File: config.mk
export PLATFORM = sky130hd
export DESIGN_NAME = ov7670_capture_flat
export DESIGN_NICKNAME = d
export VERILOG_FILES = /design/src/rtl/cam_pkg.sv /design/src/rtl/ov7670_capture_if.sv /design/src/rtl/cam_sync.sv /design/src/rtl/ov7670_capture.sv /design/src/flat_wrapper.sv
export SDC_FILE = /design/constraint.sdc
export NUM_CORES = 1
export LEC_CHECK = 0
export ABC_AREA = 1
export CORE_MARGIN = 2
export CORE_UTILIZATION = 55
export DETAILED_ROUTE_END_ITERATION = 16
export PLACE_DENSITY = 0.83
export SETUP_SLACK_MARGIN = 0.5
export SKIP_CTS_REPAIR_TIMING = 1
export SLEW_MARGIN = 20
export SYNTH_ARGS = -nofsm -noshare
export SYNTH_HDL_FRONTEND = slang
export SYNTH_HIERARCHICAL = 1
export SYNTH_SLANG_ARGS = --single-unit
File: constraint.sdc
create_clock -name clk_125mhz -period 2.07 [get_ports clk_125mhz]
set_input_delay 0.5175 -clock clk_125mhz [delete_from_list [all_inputs] [get_ports clk_125mhz]]
set_output_delay 0.5175 -clock clk_125mhz [all_outputs]
set_load 0.01 [all_outputs]
File: src/rtl/cam_pkg.sv
// Shared types and defaults for the OV7670 capture front end.
package cam_pkg;

    localparam int H_ACTIVE_DEF = 640;
    localparam int V_ACTIVE_DEF = 480;

    typedef logic [15:0] rgb565_t;

    typedef enum logic [1:0] {
        WAIT_VS,
        WAIT_FRAME,
        LINE_IDLE,
        BYTE_LO
    } cap_state_e;

    // Camera bus bundled so every bit rides the same synchronizer depth.
    typedef struct packed {
        logic       pclk;
        logic       href;
        logic       vsync;
        logic [7:0] data;
    } cam_bus_t;

endpackage

File: src/rtl/ov7670_capture_if.sv
// Pixel stream from the capture block toward the frame buffer / edge pipeline.
interface ov7670_capture_if;
    import cam_pkg::*;

    logic       pixel_valid;
    rgb565_t    pixel_data;
    logic [9:0] pixel_x;
    logic [8:0] pixel_y;
    logic       frame_start;
    logic       frame_done;
    logic       line_err;

    modport master (
        output pixel_valid, pixel_data, pixel_x, pixel_y,
               frame_start, frame_done, line_err
    );

    modport slave (
        input pixel_valid, pixel_data, pixel_x, pixel_y,
              frame_start, frame_done, line_err
    );

endinterface

File: src/rtl/cam_sync.sv
// Multi-bit bus synchronizer: every bit sees the same STAGES-deep flop chain.
module cam_sync #(
    parameter int WIDTH  = 11,
    parameter int STAGES = 2
) (
    input  logic             clk,
    input  logic             reset,
    input  logic [WIDTH-1:0] din,
    output logic [WIDTH-1:0] dout
);

    logic [STAGES-1:0][WIDTH-1:0] ff;

    always_ff @(posedge clk) begin
        if (reset) begin
            ff <= '0;
        end else begin
            ff[0] <= din;
            for (int i = 1; i < STAGES; i++) ff[i] <= ff[i-1];
        end
    end

    assign dout = ff[STAGES-1];

endmodule

File: src/rtl/ov7670_capture.sv
// OV7670 parallel capture: oversampled PCLK edge detect, RGB565 assembly,
// x/y tagging and frame markers, all in the 125 MHz domain.
module ov7670_capture
    import cam_pkg::*;
#(
    parameter int H_ACTIVE    = H_ACTIVE_DEF,
    parameter int V_ACTIVE    = V_ACTIVE_DEF,
    parameter int SYNC_STAGES = 2
) (
    input  logic               clk_125mhz,
    input  logic               reset,
    input  logic               capture_en,
    input  logic               cam_pclk,
    input  logic               cam_href,
    input  logic               cam_vsync,
    input  logic [7:0]         cam_data,
    ov7670_capture_if.master   pix
);

    localparam logic [9:0] X_MAX = 10'(H_ACTIVE);
    localparam logic [8:0] Y_MAX = 9'(V_ACTIVE);

    cam_bus_t   s_bus;
    cam_bus_t   d1;
    logic       pclk_d2, href_d2, vsync_d2;

    logic       ev_rise, ev_href, ev_href_fall;
    logic       ev_vs, ev_vs_rise, ev_vs_fall;
    logic [7:0] ev_data;

    cap_state_e state;
    logic [9:0] x;
    logic [8:0] y;
    logic [7:0] hi;

    cam_sync #(
        .WIDTH ($bits(cam_bus_t)),
        .STAGES(SYNC_STAGES)
    ) u_sync (
        .clk  (clk_125mhz),
        .reset(reset),
        .din  ({cam_pclk, cam_href, cam_vsync, cam_data}),
        .dout (s_bus)
    );

    // Edges and the byte/href sampled with them are registered together so
    // the FSM sees a clean, aligned event word.
    always_ff @(posedge clk_125mhz) begin
        if (reset) begin
            d1           <= '0;
            pclk_d2      <= 1'b0;
            href_d2      <= 1'b0;
            vsync_d2     <= 1'b0;
            ev_rise      <= 1'b0;
            ev_href      <= 1'b0;
            ev_href_fall <= 1'b0;
            ev_vs        <= 1'b0;
            ev_vs_rise   <= 1'b0;
            ev_vs_fall   <= 1'b0;
            ev_data      <= '0;
        end else begin
            d1           <= s_bus;
            pclk_d2      <= d1.pclk;
            href_d2      <= d1.href;
            vsync_d2     <= d1.vsync;
            ev_rise      <= d1.pclk & ~pclk_d2;
            ev_href      <= d1.href;
            ev_href_fall <= href_d2 & ~d1.href;
            ev_vs        <= d1.vsync;
            ev_vs_rise   <= d1.vsync & ~vsync_d2;
            ev_vs_fall   <= vsync_d2 & ~d1.vsync;
            ev_data      <= d1.data;
        end
    end

    always_ff @(posedge clk_125mhz) begin
        if (reset) begin
            state           <= WAIT_VS;
            x               <= '0;
            y               <= '0;
            hi              <= '0;
            pix.pixel_valid <= 1'b0;
            pix.pixel_data  <= '0;
            pix.pixel_x     <= '0;
            pix.pixel_y     <= '0;
            pix.frame_start <= 1'b0;
            pix.frame_done  <= 1'b0;
            pix.line_err    <= 1'b0;
        end else begin
            pix.pixel_valid <= 1'b0;
            pix.frame_start <= 1'b0;
            pix.frame_done  <= 1'b0;
            case (state)
                WAIT_VS: begin
                    if (ev_vs) state <= WAIT_FRAME;
                end
                WAIT_FRAME: begin
                    if (ev_vs_fall && capture_en) begin
                        pix.frame_start <= 1'b1;
                        pix.line_err    <= 1'b0;
                        x               <= '0;
                        y               <= '0;
                        state           <= LINE_IDLE;
                    end
                end
                LINE_IDLE, BYTE_LO: begin
                    // vsync outranks a coincident PCLK edge; that byte is lost.
                    if (ev_vs_rise) begin
                        pix.frame_done <= 1'b1;
                        if (y != Y_MAX) pix.line_err <= 1'b1;
                        state <= WAIT_FRAME;
                    end else if (ev_href_fall) begin
                        x <= '0;
                        if (y != Y_MAX) y <= y + 9'd1;
                        if (state == BYTE_LO) pix.line_err <= 1'b1;
                        state <= LINE_IDLE;
                    end else if (ev_rise && ev_href) begin
                        if (state == LINE_IDLE) begin
                            hi    <= ev_data;
                            state <= BYTE_LO;
                        end else begin
                            state <= LINE_IDLE;
                            if (y == Y_MAX || x == X_MAX) begin
                                pix.line_err <= 1'b1;
                            end else begin
                                pix.pixel_valid <= 1'b1;
                                pix.pixel_data  <= {hi, ev_data};
                                pix.pixel_x     <= x;
                                pix.pixel_y     <= y;
                                x               <= x + 10'd1;
                            end
                        end
                    end
                end
                default: state <= WAIT_VS;
            endcase
        end
    end

endmodule

File: src/flat_wrapper.sv
// flat-port wrapper written by rule: the top's interface ports become plain ports
module ov7670_capture_flat import cam_pkg::*;
#(
    parameter int H_ACTIVE    = H_ACTIVE_DEF,
    parameter int V_ACTIVE    = V_ACTIVE_DEF,
    parameter int SYNC_STAGES = 2
)
  (clk_125mhz, reset, capture_en, cam_pclk, cam_href, cam_vsync, cam_data, pix_pixel_valid, pix_pixel_data, pix_pixel_x, pix_pixel_y, pix_frame_start, pix_frame_done, pix_line_err);
  ov7670_capture_if pix_i ();
  input  logic clk_125mhz;
  input  logic reset;
  input  logic capture_en;
  input  logic cam_pclk;
  input  logic cam_href;
  input  logic cam_vsync;
  input  logic [7:0] cam_data;
  output wire logic [$bits(pix_i.pixel_valid)-1:0] pix_pixel_valid;
  output wire logic [$bits(pix_i.pixel_data)-1:0] pix_pixel_data;
  output wire logic [$bits(pix_i.pixel_x)-1:0] pix_pixel_x;
  output wire logic [$bits(pix_i.pixel_y)-1:0] pix_pixel_y;
  output wire logic [$bits(pix_i.frame_start)-1:0] pix_frame_start;
  output wire logic [$bits(pix_i.frame_done)-1:0] pix_frame_done;
  output wire logic [$bits(pix_i.line_err)-1:0] pix_line_err;
  assign pix_pixel_valid = pix_i.pixel_valid;
  assign pix_pixel_data = pix_i.pixel_data;
  assign pix_pixel_x = pix_i.pixel_x;
  assign pix_pixel_y = pix_i.pixel_y;
  assign pix_frame_start = pix_i.frame_start;
  assign pix_frame_done = pix_i.frame_done;
  assign pix_line_err = pix_i.line_err;
  ov7670_capture #(.H_ACTIVE(H_ACTIVE), .V_ACTIVE(V_ACTIVE), .SYNC_STAGES(SYNC_STAGES)) u_core (.clk_125mhz(clk_125mhz), .reset(reset), .capture_en(capture_en), .cam_pclk(cam_pclk), .cam_href(cam_href), .cam_vsync(cam_vsync), .cam_data(cam_data), .pix(pix_i));
endmodule
==> impl_metrics.tcl, run 1 <==
set metrics [dict create \
    final_common_cell "nor2_1" \
    dieArea_sq_um 9040 \
    wl_met1_um 4720 \
    hold_class "register to register" \
    mostFrequentLayoutCells "151 x nor2_1, 93 x dfxtp_1, 83 x inv_1" \
    drtIter0Drc 323 \
    numCtsBuffers 17 \
    die_h_um 95.1 \
    area_delta_synth_final_pct 33.2 \
    syn_nets 617 \
    overflow 0 \
    route.detailed.drc 0 \
    worstPathMaxFanout 6 \
    hold_violations 0 \
    cpPeakStageDelay_ns 0.46 \
    grt_usage_pct 22.0 \
    clk_pin_slew_ns 0.06 \
    crit_slowest_cell "dfxtp_1" \
    tightest_slew_ns 0.601 \
    rows 33 \
    viasPerCell 5.18 \
    gp_congestion 0.808 \
    fin_crit_sh_pct 85.4 \
    placed_cell_area_sq_um 5020 \
    cts_root_buf "clkbuf_8" \
    vias 4075 \
    diodes 0 \
    p_leak_nw 3.00 \
    io_buffers 52 \
    cp_cell_sequence "nor2_1, nor2b_2, nand2_4, nand2_8, buf_6, nor2_4, buf_6, o21ai_2, nor2_1" \
    drt-wirelength-per-cell_um 15.0 \
    drt-total-wl_um 11800 \
    worst-setup-path-type "register to register" \
    fin_tns_setup_ns 0 \
    grt_pass1_vias 3587 \
    fin_crit_ns 1.77 \
    start_kind "register" \
    clock_latency_ns 0.51 \
    cp_data_required_time_ns 2.50 \
    hpwlAfterDp_um 5660 \
    final_area_sq_um 6080 \
    r2r_cells 9 \
    pin_count 53 \
    max_clock_freq_mhz 566 \
    worstPathArrival_ns 2.19 \
    grt_pass1_wl_um 15500 \
    rsz0062_at_grt "yes" \
    synth-seq-cells 116 \
    firstDrtPassIters 5 \
    skew_ns 0.00685 \
    core_area_sq_um 8130 \
    relSlewSlack_pct 59.9 \
    vdd_drop_max_uv 637 \
    drv_cap 0 \
    reg2reg_slack_ns 0.30 \
    hold-path-cell-count 1 \
    initial_core_util_pct 56.1 \
    avgSynthCellArea_sq_um 7.62 \
    ctsHtreeMaxLevel 4 \
    setup_violations 0 \
    cts_buffer_depth 2 \
    hp-start "u_core/pclk_d2" \
    seq_area_frac_synth_pct 50.9 \
    synth_warnings 6 \
    synthesis.area_sq_um 4560 \
    routed.top_layer "met4" \
    cts_tree "done" \
    cts.sinks 116 \
    hold-path-endpoint "u_core/ev_rise" \
    wl_met2_um 5980 \
    r2r-end "u_core/pix.pixel_data[8]" \
    yosys.cell_types.count 27 \
    status "finished, final reports clean" \
    slew_viol_final 0 \
    layout.nets 687 \
    antenna_found_initial 0 \
    layout-drive-gt1-share_pct 24.4 \
    grt_max_degree 52 \
    syn_inst 599 \
    end_kind "register" \
    dr_wl_met3_um 815 \
    timing.rr.start "u_core/y[2]" \
    ant_nets 0 \
    p_per_area_nw_per_um2 907 \
    die_x_um 95.1 \
]
==> where the power goes <==
group | leakage [nW] | total [mW] | internal (mW) | switching, mW
logic | 1.78 | 0.391 | 0.136 | 0.255
registers | 0.953 | 2.32 | 2.28 | 0.0413
clock network | 0.269 | 2.80 | 1.77 | 1.03
total | 3.00 | 5.51 | 4.18 | 1.33
==> cell type report <==
class / count / area [sq um]
Sequential cell: 116 / 2360
Fill cell: 512 / 2060
Multi-Input combinational cell: 363 / 1880
Timing Repair Buffer: 79 / 752
Clock buffer: 19 / 442
Inverter: 90 / 360
Tap cell: 105 / 131
Clock inverter: 12 / 130
Timing Repair inverter: 2 / 20.0
==> worst max path at each step <==
stage,from,end,slack (ns)
floorplan,u_core/y[0],u_core/pix.pixel_x[3],0.59
global placement,capture_en,u_core/x[8],0.1
detailed placement,capture_en,u_core/x[8],-0.006
CTS,u_core/y[0],u_core/pix.pixel_y[2],0.07
global route,u_core/x[0],u_core/pix.pixel_data[8],0.27
finish,u_core/y[2],u_core/pix.pixel_data[8],0.30
==> registers in the layout, indices dropped and copies added (netlist names) <==
| signal | cells |
|---|---|
| u_core/ev_vs | 1 |
| u_core/pix.pixel_y | 9 |
| u_core/hi | 8 |
| u_core/ev_vs_fall | 1 |
| u_core/u_sync/dout | 11 |
| u_core/ev_vs_rise | 1 |
| u_core/d1 | 11 |
| u_core/y | 9 |
| u_core/pix.frame_start | 1 |
| u_core/ev_data | 8 |
| u_core/pix.pixel_valid | 1 |
| u_core/state | 2 |
| u_core/pix.pixel_x | 10 |
| u_core/pix.pixel_data | 16 |
| u_core/pix.line_err | 1 |
| u_core/x | 10 |
| u_core/pclk_d2 | 1 |
| u_core/ev_rise | 1 |
| u_core/u_sync/ff | 11 |
| u_core/pix.frame_done | 1 |
| u_core/ev_href | 1 |
| u_core/ev_href_fall | 1 |
==> metal layers <==
| metal | global-route usage [%] | up-vias |
|---|---|---|
| met2 | 36.6 | 197 |
| met4 | 8.82 | 0 |
| met1 | 26.5 | 1878 |
| met3 | 7.04 | 38 |
| li1 | - | 1962 |
| met5 | 0 | - |
==> synthesized netlist by cell type, drive strengths merged <==
cell type	n	area share (%)
xor2	5	0.96
nand4	2	0.27
nand2	78	6.9
dfxtp	116	51
nor2b	1	0.14
nor3	6	0.66
a21oi	23	2.9
clkbuf	10	0.82
buf	24	4.6
nor2	161	14
inv	90	7.5
nand3	27	3.0
o21ai	50	5.5
nand3b	1	0.44
ha	4	1.1
xnor2	1	0.19
==> stage by stage <==
step	total power, mW	hold slack (ns)	util (%)	std cells	setup WS [ns]
global route	5.68	0.409	74.7	786	0.273
finish	5.51	0.401	74.7	786	0.303
detailed placement	2.67	0.392	61.7	730	-0.00573
global placement	2.65	0.376	61.7	730	0.0981
CTS	5.43	0.402	68.8	761	0.0682
floorplan	2.60	0.373	-	599	0.594
==> logic make-up after synthesis <==
logic type	Yosys count	share of synthesized area, %
buffers and inverters	124	12.9
AO/OA/AOI/OAI	73	8.34
AND/OR/NAND/NOR	276	25.6
adder cells (fa/ha/maj)	4	1.10
flip-flops	116	50.9
XOR/XNOR	6	1.15
==> worst max-delay path: cells and delay by family, from the launching register on <==
kind	cells	cell delay, ns
buffers and inverters	2	0.32
flip-flops	1	0.46
AO/OA/AOI/OAI	1	0.05
AND/OR/NAND/NOR	6	0.85
No activity file was read; power rests on OpenSTA's default activity.
==> run 2: changes to the inputs <==
- GPL_TIMING_DRIVEN: default -> 0
- PLACE_DENSITY: 0.83 -> 0.77
- SLEW_MARGIN: 20 -> 30
==> run 2 against run 1 <==
- setup slack better by 0.0033 ns
- final cell count up 3.4%
- clock power is 8.6% higher
- critical path depth is 2 higher
- flip-flop and latch count did not move
- sequential power about the same
- power increased by 5.5%
- via count is 8.3% higher
- fmax increased by 0.18%
- global-route usage is 1.5 points higher
- die area unchanged
- critical path type unchanged
- largest power group unchanged
==> impl_metrics.tcl, run 2 (synthesis gave the netlist of run 1 again) <==
set metrics [dict create \
    cts_tree "done" \
    cp_top_family "simple AND/OR/NAND/NOR gates" \
    placed_cell_area_sq_um 5210 \
    finalPower_mw 5.81 \
    ctsHtreeMaxLevel 4 \
    largest_reg_flops 16 \
    cts_root_buf "clkbuf_8" \
    rows 33 \
    mostFrequentLayoutCells "115 x nor2_1, 102 x dfxtp_1, 83 x inv_1" \
    max_clock_freq_mhz 567 \
    clk_pin_slew_ns 0.06 \
    grt_pass1_wl_um 16400 \
    p_leak_nw 3.33 \
    dp.cells 756 \
    dieArea_sq_um 9040 \
    largest_register "u_core/pix.pixel_data" \
    cts.sinks 116 \
    vdd_drop_max_uv 645 \
    worstPathMaxFanout 8 \
    hold-path-cell-count 2 \
    finalNonFillerCells 813 \
    ant_nets 0 \
    status "finished, final reports clean" \
    antenna_found_initial 0 \
    hpwlAfterDp_um 6560 \
    rsz0062_at_grt "yes" \
    end_kind "register" \
    grt_pass1_vias 3674 \
    drtIter0Drc 421 \
    p_per_area_nw_per_um2 879 \
    layout.nets 714 \
    area_delta_synth_final_pct 45.0 \
    firstDrtPassIters 7 \
    cpPeakStageDelay_ns 0.32 \
    die_x_um 95.1 \
    route.detailed.drc 0 \
    clock_latency_ns 0.51 \
    core_area_sq_um 8130 \
    vias 4415 \
    numCtsBuffers 17 \
    io_buffers 52 \
    cts_buffer_depth 2 \
    grt_usage_pct 23.5 \
    timing.rr.start "u_core/x[2]" \
    r2r_cells 11 \
    hold_ws_ns 0.331 \
    drt-total-wl_um 13700 \
    drt-wirelength-per-cell_um 16.9 \
    slew_viol_final 0 \
    cpMostUsedCell "nor2_1" \
    die_h_um 95.1 \
    drv_cap 0 \
    viasPerCell 5.43 \
    cp-startpoint "u_core/x[2]" \
    cp.depth 11 \
    pin_count 53 \
    diodes 0 \
    crit_slowest_cell "dfxtp_1" \
    skew_ns 0.00626 \
    final_common_cell "nor2_1" \
    initial_core_util_pct 56.1 \
    fin_crit_ns 1.76 \
    fin_crit_sh_pct 85.2 \
    start_kind "register" \
    layout-drive-gt1-share_pct 28.0 \
    grt_max_degree 17 \
    final_area_sq_um 6620 \
    worst-path-buf-inv 4 \
    hold_violations 0 \
    cp_data_required_time_ns 2.51 \
    gp_congestion 0.884 \
    hold_class "primary input to register" \
    relSlewSlack_pct 54.1 \
    worstPathArrival_ns 2.20 \
    hp-start "reset" \
    worst-setup-path-type "register to register" \
    tightest_slew_ns 0.688 \
    fillers 430 \
    cp_cell_sequence "buf_2, inv_1, nand2_1, nor2_1, nand2_2, nand2_4, nor2_8, buf_6, clkbuf_16, o21ai_0, nor2_1" \
    overflow 0 \
    setup_violations 0 \
]
==> run 2: layout make-up <==
class                   count  area [sq um]  area share [%]
repair buffers             77           858            13.0
clock buffers              17           414            6.26
plain buffers              34           284            4.29
multi-input cells         359          2000            30.3
clock inverters            14           204            3.08
repair inverters            1          8.76           0.132
well taps                 105           131            1.99
flip-flops and latches    116          2350            35.5
inverters                  90           360            5.45
==> run 2: worst reg2reg max path, cell delays in order (launching register included) <==
cell and delay (ns):
dfxtp_1 0.32, buf_2 0.23, inv_1 0.07, nand2_1 0.07, nor2_1 0.05, nand2_2 0.07
nand2_4 0.08, nor2_8 0.23, buf_6 0.17, clkbuf_16 0.14, o21ai_0 0.10, nor2_1 0.16
==> run 2: through the flow <==
stage                     setup slack [ns]  util (%)  TNS, ns
after floorplan                      0.594         -        0
after global placement              -0.156      64.1    -4.24
after detailed placement            -0.205      64.1    -6.50
after CTS                            0.111      71.7        0
after global routing                 0.201      81.3        0
final                                0.306      81.3        0
==> run 2: report_power, final <==
| group | switching [mW] | internal [mW] |
|---|---|---|
| combinational | 0.299 | 0.177 |
| clock | 1.07 | 1.96 |
| sequential | 0.0232 | 2.28 |
| total | 1.40 | 4.42 |
==> run 2: path summary, 6_finish.rpt <==
path | endpoint | slack [ns]
worst max register to register | u_core/pix.pixel_data[6] | 0.31
worst min-delay path | u_core/u_sync/ff[8] | 0.33
worst max-delay path | u_core/pix.pixel_data[6] | 0.31
worst min register to register | u_core/ev_rise | 0.39
==> run 2: metal layers <==
metal	track usage [%]	vias up	share of wire, %
met5	0	-	0
met4	11.5	0	4.4
met3	5.30	70	7.9
met2	41.9	279	52
met1	26.4	2048	36
li1	-	2018	-
